### config.mk
export PLATFORM = sky130hd
export DESIGN_NAME = xs3_to_bcd_dec_flat
export DESIGN_NICKNAME = d
export VERILOG_FILES = /design/src/rtl/xs3_to_bcd_dec_if.sv /design/src/rtl/xs3_to_bcd_dec.sv /design/src/flat_wrapper.sv
export SDC_FILE = /design/constraint.sdc
export NUM_CORES = 1
export LEC_CHECK = 0
export CAP_MARGIN = 20
export CORE_ASPECT_RATIO = 0.7
export CORE_MARGIN = 1.5
export CORE_UTILIZATION = 35
export CTS_CLUSTER_DIAMETER = 80
export CTS_CLUSTER_SIZE = 25
export DETAILED_ROUTE_END_ITERATION = 8
export SETUP_SLACK_MARGIN = 0.1
export SLEW_MARGIN = 40
export SYNTH_ARGS = -nofsm -noshare
export SYNTH_HDL_FRONTEND = slang
export SYNTH_SLANG_ARGS = --single-unit
### constraint.sdc
create_clock -name clk -period 3.1 [get_ports clk]
set_input_delay 0.62 -clock clk [delete_from_list [all_inputs] [get_ports clk]]
set_output_delay 0.62 -clock clk [all_outputs]
set_load 0.02 [all_outputs]
### src/rtl/xs3_to_bcd_dec_if.sv
// Handshake bundle for the Excess-3 to BCD decoder: digit input side and packed-frame output side.
// master = digit producer / frame consumer, slave = decoder.
interface xs3_to_bcd_dec_if #(
    parameter int unsigned DIGITS = 4
);
    logic                  in_valid;
    logic                  in_ready;
    logic [3:0]            in_digit;
    logic                  in_last;
    logic                  out_valid;
    logic                  out_ready;
    logic [4*DIGITS-1:0]   out_bcd;
    logic [3:0]            out_count;
    logic                  out_err;

    modport master (
        output in_valid, in_digit, in_last, out_ready,
        input  in_ready, out_valid, out_bcd, out_count, out_err
    );

    modport slave (
        input  in_valid, in_digit, in_last, out_ready,
        output in_ready, out_valid, out_bcd, out_count, out_err
    );
endinterface

### src/rtl/xs3_to_bcd_dec.sv
// Digit-serial Excess-3 to packed BCD decoder, MSD first, right-aligned output frame.
// Optional invalid-code detection is enabled by defining XS3_DEC_ERR_EN.
module xs3_to_bcd_dec #(
    parameter int unsigned DIGITS = 4
) (
    input  logic             clk,
    input  logic             rst,
    xs3_to_bcd_dec_if.slave  io_bus
);
    localparam int unsigned W  = 4 * DIGITS;
    localparam int unsigned CW = 4;

    typedef enum logic [1:0] {
        S_IDLE  = 2'd0,
        S_ACCUM = 2'd1,
        S_OUT   = 2'd2
    } state_t;

    state_t          r_state;
    logic [W-1:0]    r_acc;
    logic [CW-1:0]   r_cnt;
    logic            r_in_ready;
    logic            r_out_valid;
    logic [W-1:0]    r_out_bcd;
    logic [CW-1:0]   r_out_count;

    logic            w_accept;
    logic            w_done;
    logic            w_close;
    logic [3:0]      w_dec;
    logic [3:0]      w_nib;
    logic [CW-1:0]   w_cnt_next;
    logic [W-1:0]    w_acc_next;
    logic            w_err_next;

    assign w_accept   = io_bus.in_valid & r_in_ready;
    assign w_done     = r_out_valid & io_bus.out_ready;
    assign w_dec      = io_bus.in_digit - 4'd3;
    assign w_cnt_next = r_cnt + CW'(1);
    // A frame closes on in_last or as soon as it reaches DIGITS digits.
    assign w_close    = io_bus.in_last | (w_cnt_next == CW'(DIGITS));

`ifdef XS3_DEC_ERR_EN
    logic r_err;
    logic r_out_err;
    logic w_invalid;

    assign w_invalid  = (io_bus.in_digit < 4'd3) | (io_bus.in_digit > 4'd12);
    assign w_nib      = w_invalid ? 4'hF : w_dec;
    assign w_err_next = r_err | w_invalid;
    assign io_bus.out_err = r_out_err;
`else
    assign w_nib      = w_dec;
    assign w_err_next = 1'b0;
    assign io_bus.out_err = 1'b0;
`endif

    generate
        if (DIGITS == 1) begin : g_one
            assign w_acc_next = w_nib;
        end else begin : g_multi
            assign w_acc_next = {r_acc[W-5:0], w_nib};
        end
    endgenerate

    // Frame FSM with registered handshake and output payload.
    always_ff @(posedge clk or posedge rst) begin
        if (rst) begin
            r_state     <= S_IDLE;
            r_acc       <= '0;
            r_cnt       <= '0;
            r_in_ready  <= 1'b1;
            r_out_valid <= 1'b0;
            r_out_bcd   <= '0;
            r_out_count <= '0;
`ifdef XS3_DEC_ERR_EN
            r_err       <= 1'b0;
            r_out_err   <= 1'b0;
`endif
        end else begin
            case (r_state)
                S_IDLE, S_ACCUM: begin
                    if (w_accept) begin
                        r_acc <= w_acc_next;
                        r_cnt <= w_cnt_next;
`ifdef XS3_DEC_ERR_EN
                        r_err <= w_err_next;
`endif
                        if (w_close) begin
                            r_state     <= S_OUT;
                            r_in_ready  <= 1'b0;
                            r_out_valid <= 1'b1;
                            r_out_bcd   <= w_acc_next;
                            r_out_count <= w_cnt_next;
`ifdef XS3_DEC_ERR_EN
                            r_out_err   <= w_err_next;
`endif
                        end else begin
                            r_state <= S_ACCUM;
                        end
                    end
                end
                S_OUT: begin
                    if (w_done) begin
                        r_state     <= S_IDLE;
                        r_acc       <= '0;
                        r_cnt       <= '0;
                        r_in_ready  <= 1'b1;
                        r_out_valid <= 1'b0;
`ifdef XS3_DEC_ERR_EN
                        r_err       <= 1'b0;
`endif
                    end
                end
                default: begin
                    r_state     <= S_IDLE;
                    r_in_ready  <= 1'b1;
                    r_out_valid <= 1'b0;
                end
            endcase
        end
    end

    assign io_bus.in_ready  = r_in_ready;
    assign io_bus.out_valid = r_out_valid;
    assign io_bus.out_bcd   = r_out_bcd;
    assign io_bus.out_count = r_out_count;

endmodule
### src/flat_wrapper.sv
// flat-port wrapper written by rule: the top's interface ports become plain ports
module xs3_to_bcd_dec_flat 
#(
    parameter int unsigned DIGITS = 4
)
  (clk, rst, io_bus_in_valid, io_bus_in_digit, io_bus_in_last, io_bus_out_ready, io_bus_in_ready, io_bus_out_valid, io_bus_out_bcd, io_bus_out_count, io_bus_out_err);
  xs3_to_bcd_dec_if #(.DIGITS(DIGITS)) io_bus_i ();
  input  logic clk;
  input  logic rst;
  input wire logic [$bits(io_bus_i.in_valid)-1:0] io_bus_in_valid;
  input wire logic [$bits(io_bus_i.in_digit)-1:0] io_bus_in_digit;
  input wire logic [$bits(io_bus_i.in_last)-1:0] io_bus_in_last;
  input wire logic [$bits(io_bus_i.out_ready)-1:0] io_bus_out_ready;
  output wire logic [$bits(io_bus_i.in_ready)-1:0] io_bus_in_ready;
  output wire logic [$bits(io_bus_i.out_valid)-1:0] io_bus_out_valid;
  output wire logic [$bits(io_bus_i.out_bcd)-1:0] io_bus_out_bcd;
  output wire logic [$bits(io_bus_i.out_count)-1:0] io_bus_out_count;
  output wire logic [$bits(io_bus_i.out_err)-1:0] io_bus_out_err;
  assign io_bus_i.in_valid = io_bus_in_valid;
  assign io_bus_i.in_digit = io_bus_in_digit;
  assign io_bus_i.in_last = io_bus_in_last;
  assign io_bus_i.out_ready = io_bus_out_ready;
  assign io_bus_in_ready = io_bus_i.in_ready;
  assign io_bus_out_valid = io_bus_i.out_valid;
  assign io_bus_out_bcd = io_bus_i.out_bcd;
  assign io_bus_out_count = io_bus_i.out_count;
  assign io_bus_out_err = io_bus_i.out_err;
  xs3_to_bcd_dec #(.DIGITS(DIGITS)) u_core (.clk(clk), .rst(rst), .io_bus(io_bus_i));
endmodule
==> impl_metrics.toml, run 1 <==
[grt]
overflow = 0
grt_pass1_wl_um = 4930
grt_max_degree = 41
antenna_found_initial = 0
grt_pass1_vias = 1000
track_usage_pct = 12.6

[layout]
final_cell_mix = "dfrtp_1, clkdlybuf4s50_1, mux2_4"
syn2layout_area_growth_pct = 25.5
diodes = 0
layout_commonest_cell = "dfrtp_1"
final_nets = 162
instances_no_fill = 221
drive_gt1_share_pct = 20.4

[critical_path]
r2r-start = "u_core.r_cnt[0]$_DFFE_PP0P_"
slowest_stage = "clkdlybuf4s50_1"
cp_cell_sequence = "clkdlybuf4s50_1"
worst_setup_path_start_kind = "flip-flop"
cp.required_ns = 2.48
worstRegToRegCells = 5
worst_path_dominant_cell_family = "buffers and inverters"
crit_fanout = 6
endpoint_kind = "output port"
crit_buf_inv = 1
critPathKind = "flip-flop to output port"
max_stage_delay_ns = 0.61
r2r_slack_ns = 1.07
timing.rr.end = "u_core.io_bus.out_bcd[11]$_DFFE_PP0P_"
cp_data_arrival_time_ns = 1.47

[cts]
clk_path_buf_depth = 2
postCtsSetupRepairBufs = 0
worstSkewPairLatency_ns = 0.30
numClockSinks = 40
cts_root_buf = "clkbuf_8"
cts_tree = "built"
cts.clk_slew.worst_paths_ns = 0.07
ctsResizeCount = 0
cts_buffers = 5
hold_buffers = 0
htree_levels = 2

[timing]
skew_ns = 0.0107
fin_crit_ns = 2.09
fin_setup_tns_ns = 0
rsz0062_at_grt = "no"
hold_violations = 0
fin_crit_sh_pct = 67.3
maxSlewViolCount = 0
fmax_ghz = 0.479
setup_violations = 0
tightest_slew_ns = 0.805
slew_headroom_pct = 46.3

[synthesis]
syn_avg_cell_area_um2 = 14.7
synthesis.nets = 129
synth-seq-area-share_pct = 58.0
yosysUniqueCellTypes = 29
yosys_register_bits = 40
synth_area_mm2 = 0.00173
netlist_instances = 118
yosysWarnings = 0

[power_and_ir_drop]
internal-power_uw = 773
p_switching_uw = 193
p_leak_uw = 0.00108
p_clk_share_pct = 42.8
combPwrFrac_pct = 3.3
p_sw_share_pct = 20.0
power.density_mw_per_mm2 = 445
seq_power_share_pct = 54.0
peakVddDrop_v = 0.000169

[floorplan]
die_h_um = 61.8
dieWidth_um = 87.0
die_area_mm2 = 0.00538
io_pins = 32
core_mm2 = 0.00476
placementRows = 21
initial_utilization_pct = 36.4

[placed_design]
gp_congestion = 0.688
dp_hpwl_um = 2110
numPortBuffers = 30
dp_cells = 213

[worst_hold_path]
hp-start = "u_core.r_acc[8]$_DFFE_PP0P_"
min_path_cells = 1
min_path_type = "flip-flop to flip-flop"
hold_end = "u_core.r_acc[8]$_DFFE_PP0P_"

[route]
drc_errors = 0
drtIter0Drc = 43
wl_per_cell_um = 13.9
vias_per_cell = 4.65
via_count = 1028
firstDrtPassIters = 4
wl_um = 3070
antenna_left = 0

[status]
status = "finished, final reports clean"

[job]
maxCapViolations = 0
cells in the mapped netlist:
cell type	count	area, um^2
o2bb2ai_1	1	8.76
xnor2_1	2	17.5
conb_1	1	3.75
nand2_1	7	26.3
buf_12	1	20.0
nand2b_1	1	6.26
and2_0	1	6.26
a21oi_1	3	15.0
o21ai_4	1	16.3
a22o_1	14	123
buf_6	2	22.5
mux2i_1	4	40.0
ha_1	2	25.0
nor3b_2	1	12.5
dfstp_2	1	26.3
mux2_4	16	240
nand4b_1	1	8.76
xor2_1	2	17.5
buf_2	2	10.0
dfrtp_1	39	976
nand3_1	2	10.0
buf_4	1	7.51
inv_1	4	15.0
mux2_2	2	22.5
nand3b_1	1	7.51
or3_1	1	6.26
and3b_1	1	8.76
buf_8	1	15.0
o21ai_0	3	15.0
stage by stage:
stage                     utilization, %  power (uW)  worst slack, ns  hold slack, ns  instance area [um^2]
final                               45.6         967             1.01           0.504                  2170
after global routing                45.6        1010            0.957           0.519                  2170
after CTS                           45.6         983            0.998           0.507                  2170
after detailed placement            43.4         564            0.808           0.488                  2060
after global placement              43.4         563            0.844           0.489                  2060
after floorplan                        -         547             1.49           0.466                  1730
cell type report:
| cell class | instances | area (um^2) |
|---|---|---|
| clock buffers | 6 | 72.6 |
| clock inverters | 2 | 35.0 |
| fillers | 422 | 2580 |
| inverters | 4 | 15.0 |
| multi-input cells | 67 | 637 |
| flip-flops and latches | 40 | 1000 |
| well taps | 69 | 86.3 |
| repair buffers | 33 | 323 |
worst max-delay path by stage:
stage                                            start  cells past startpoint                                     to  slack [ns]
finish              u_core.io_bus.in_ready$_DFFE_PP1P_                      1                        io_bus_in_ready        1.01
global route        u_core.io_bus.in_ready$_DFFE_PP1P_                      1                        io_bus_in_ready        0.96
CTS                 u_core.io_bus.in_ready$_DFFE_PP1P_                      1                        io_bus_in_ready         1.0
detailed placement                     io_bus_in_valid                      4            u_core.r_acc[3]$_DFFE_PP0P_        0.81
global placement                        io_bus_in_last                      4   u_core.io_bus.out_bcd[2]$_DFFE_PP0P_        0.84
floorplan                  u_core.r_cnt[0]$_DFFE_PP0P_                      5  u_core.io_bus.out_bcd[10]$_DFFE_PP0P_        1.49
state kept, by name (all words and copies together) (netlist names):
register                 count
u_core.io_bus.in_ready       1
u_core.r_acc                12
u_core.r_state               2
u_core.io_bus.out_bcd       16
u_core.r_cnt                 4
u_core.io_bus.out_count      4
u_core.io_bus.out_valid      1
layer usage:
metal	up-vias	part of all wire, %	track usage, %
li1	483	-	-
met1	511	51	16.9
met2	30	42	18.1
met3	4	5.9	4.62
met4	0	1.2	6.68
met5	-	0	0
worst register-to-register path, delay by kind of cell (launching register included):
family | cells | cell delay [ns]
flops | 1 | 0.43
compound gates | 1 | 0.35
buf+inv | 1 | 0.34
mux | 1 | 0.34
fa+ha+maj | 1 | 0.27
simple gates | 1 | 0.21
logic make-up (layout without fill, tap and decap cells):
group                      count (synthesis)  in the layout  share of synthesized area (%)
AOI/OAI and AO/OA                         22             22                           10.3
buffers and inverters                     11             45                           5.21
adders and majority gates                  2              2                           1.45
muxes                                     22             22                           17.5
DFF                                       40             40                           58.0
xor gates and xnor gates                   4              4                           2.03
and+or+nand+nor                           16             16                           5.36
other                                      1              1                          0.217
power groups by stage:
stage / sequential (uW) / clock (uW) / combinational, uW
3_3_place_gp: 532 / 0 / 31.7
4_1_cts: 521 / 429 / 32.6
5_1_grt: 521 / 450 / 35.6
6_report: 522 / 413 / 31.7
3_5_place_dp: 532 / 0 / 32.6
2_1_floorplan: 532 / 0 / 14.8
No activity file was read; power rests on OpenSTA's default activity.
==> inputs of run 2 (changes only) <==
- clock period: 3.1 -> 1.7 ns (I/O delays scaled with it)
==> run 2 against run 1 <==
First-iteration DRC count is 23% lower. Final cell count increased by 4.5%. Global-route usage increased by 1.2 points. Via count increased by 5.0%. Routed wire length grew 2.6%. Power up 71%.
==> impl_metrics.toml, run 2 (same netlist as run 1, synthesis figures left out) <==
[status]
status = "finished, final reports clean"

[floorplan]
initial_utilization_pct = 36.4
die_area_mm2 = 0.00538
placementRows = 21
die_h_um = 61.8
dieWidth_um = 87.0
io_pins = 32
core_mm2 = 0.00476

[power_and_ir_drop]
internal-power_uw = 1310
p_switching_uw = 344
p_leak_uw = 0.00139
peakVddDrop_v = 0.000264
p_sw_share_pct = 20.8
power.density_mw_per_mm2 = 721
combPwrFrac_pct = 3.9
p_clk_share_pct = 38.7
seq_power_share_pct = 57.5

[layout]
final_nets = 172
drive_gt1_share_pct = 25.3
largest_reg_flops = 16
instances_no_fill = 231
layout_commonest_cell = "dfrtp_1"
syn2layout_area_growth_pct = 32.8
diodes = 0
final_cell_mix = "dfrtp_1, mux2_4, a22o_1"
fillCellCount = 430

[cts]
cts_buffers = 5
worstSkewPairLatency_ns = 0.29
cts_tree = "built"
clk_path_buf_depth = 2
htree_levels = 2
cts.clk_slew.worst_paths_ns = 0.07
cts_root_buf = "clkbuf_8"
numClockSinks = 40

[timing]
maxSlewViolCount = 0
hold_violations = 0
fmax_ghz = 0.647
fin_crit_sh_pct = 90.9
rsz0062_at_grt = "yes"
fin_crit_ns = 1.54
fin_setup_tns_ns = 0
skew_ns = 0.00290
setup_violations = 0
whs_ns = 0.406

[critical_path]
worst_setup_path_start_kind = "flip-flop"
critPathKind = "flip-flop to flip-flop"
crit_fanout = 12
startpoint = "u_core.r_cnt[1]$_DFFE_PP0P_"
endpoint_kind = "flip-flop"
cp.required_ns = 1.87
r2r-start = "u_core.r_cnt[1]$_DFFE_PP0P_"
cp_data_arrival_time_ns = 1.72

[grt]
busiest_layer = "met2"
use_met1_pct = 18.4
grt_pass1_wl_um = 5440
grt_pass1_vias = 1101
overflow = 0
grt_max_degree = 41
track_usage_pct = 13.8
grtUsageMet2_pct = 20.9
met3_usage_pct = 4.76
antenna_found_initial = 0

[placed_design]
numPortBuffers = 30
gp_congestion = 0.713
dp_hpwl_um = 2250
dp_cells = 223

[route]
vias_per_cell = 4.67
wl_per_cell_um = 13.7
firstDrtPassIters = 6
via_count = 1079
wl_um = 3160
antenna_left = 0
drtIter0Drc = 33
drc_errors = 0

[worst_hold_path]
min_path_type = "input pin to asynchronous set/reset pin"

[job]
maxCapViolations = 0
==> run 2: cell count changes in the layout (fill, tap and decap cells not counted), sizes merged <==
cell / before / now
dlymetal6s2s: 0 / 13
bufinv: 1 / 0
clkdlybuf4s50: 30 / 8
clkbuf: 6 / 8
buf: 3 / 13
dlygate4sd2: 0 / 9
clkinv: 1 / 0
==> run 2: power groups by stage <==
stage               sequential [uW]  combinational [uW]  clock, uW
floorplan                       970                27.0          0
global placement                969                64.7          0
detailed placement              969                66.7          0
CTS                             951                66.7        657
global route                    951                73.0        703
finish                          951                64.2        640
==> run 2: metrics by stage <==
| step | total power (uW) | cell area, um^2 | setup WS (ns) | utilization, % |
|---|---|---|---|---|
| 3_5_place_dp | 1040 | 2180 | -0.0850 | 45.8 |
| 3_3_place_gp | 1030 | 2180 | -0.0604 | 45.8 |
| 2_1_floorplan | 997 | 1730 | 0.105 | - |
| 5_1_grt | 1730 | 2300 | 0.0888 | 48.3 |
| 4_1_cts | 1670 | 2260 | 0.101 | 47.6 |
| 6_report | 1660 | 2300 | 0.155 | 48.3 |
==> run 2: layer usage <==
metal | vias up | share of wire (%)
met5 | - | 0
met4 | 0 | 1.2
met3 | 5 | 5.9
met2 | 28 | 45
met1 | 546 | 48
li1 | 500 | -
==> run 2: worst max-delay path: stages, from the launching register on <==
cell and delay [ns]:
dfrtp_1 0.40, ha_2 0.18, nor3b_4 0.16, o21ai_4 0.19, buf_12 0.18, mux2_4 0.30
==> run 2: final timing paths <==
check                                                             to  slack (ns)  cells after the start
worst max-delay path            u_core.io_bus.out_bcd[6]$_DFFE_PP0P_        0.16                      5
worst min-delay path            u_core.io_bus.out_bcd[7]$_DFFE_PP0P_        0.41                      3
worst max register to register  u_core.io_bus.out_bcd[6]$_DFFE_PP0P_        0.16                      5
worst min register to register           u_core.r_acc[9]$_DFFE_PP0P_        0.51                      1
max in group asynchronous         u_core.io_bus.in_ready$_DFFE_PP1P_        1.04                      3
min in group clk                         u_core.r_acc[9]$_DFFE_PP0P_        0.51                      1
==> run 2: final cells by class <==
class | count | area (um^2) | area share, %
Tap cell | 69 | 86.3 | 3.76
Clock buffer | 8 | 90.1 | 3.92
Inverter | 4 | 15.0 | 0.654
Sequential cell | 40 | 1000 | 43.7
Multi-Input combinational cell | 67 | 646 | 28.1
Timing Repair Buffer | 43 | 457 | 19.9
==> run 2: repair_timing <==
item | 4_1_cts | 5_1_grt
setup endpoints to repair | 20 | 27
hold buffers | 0 | 0
gates resized for setup | 10 | 13
hold endpoints to repair | 0 | 0
buffers inserted | 0 | 0
pin swaps | 0 | 1
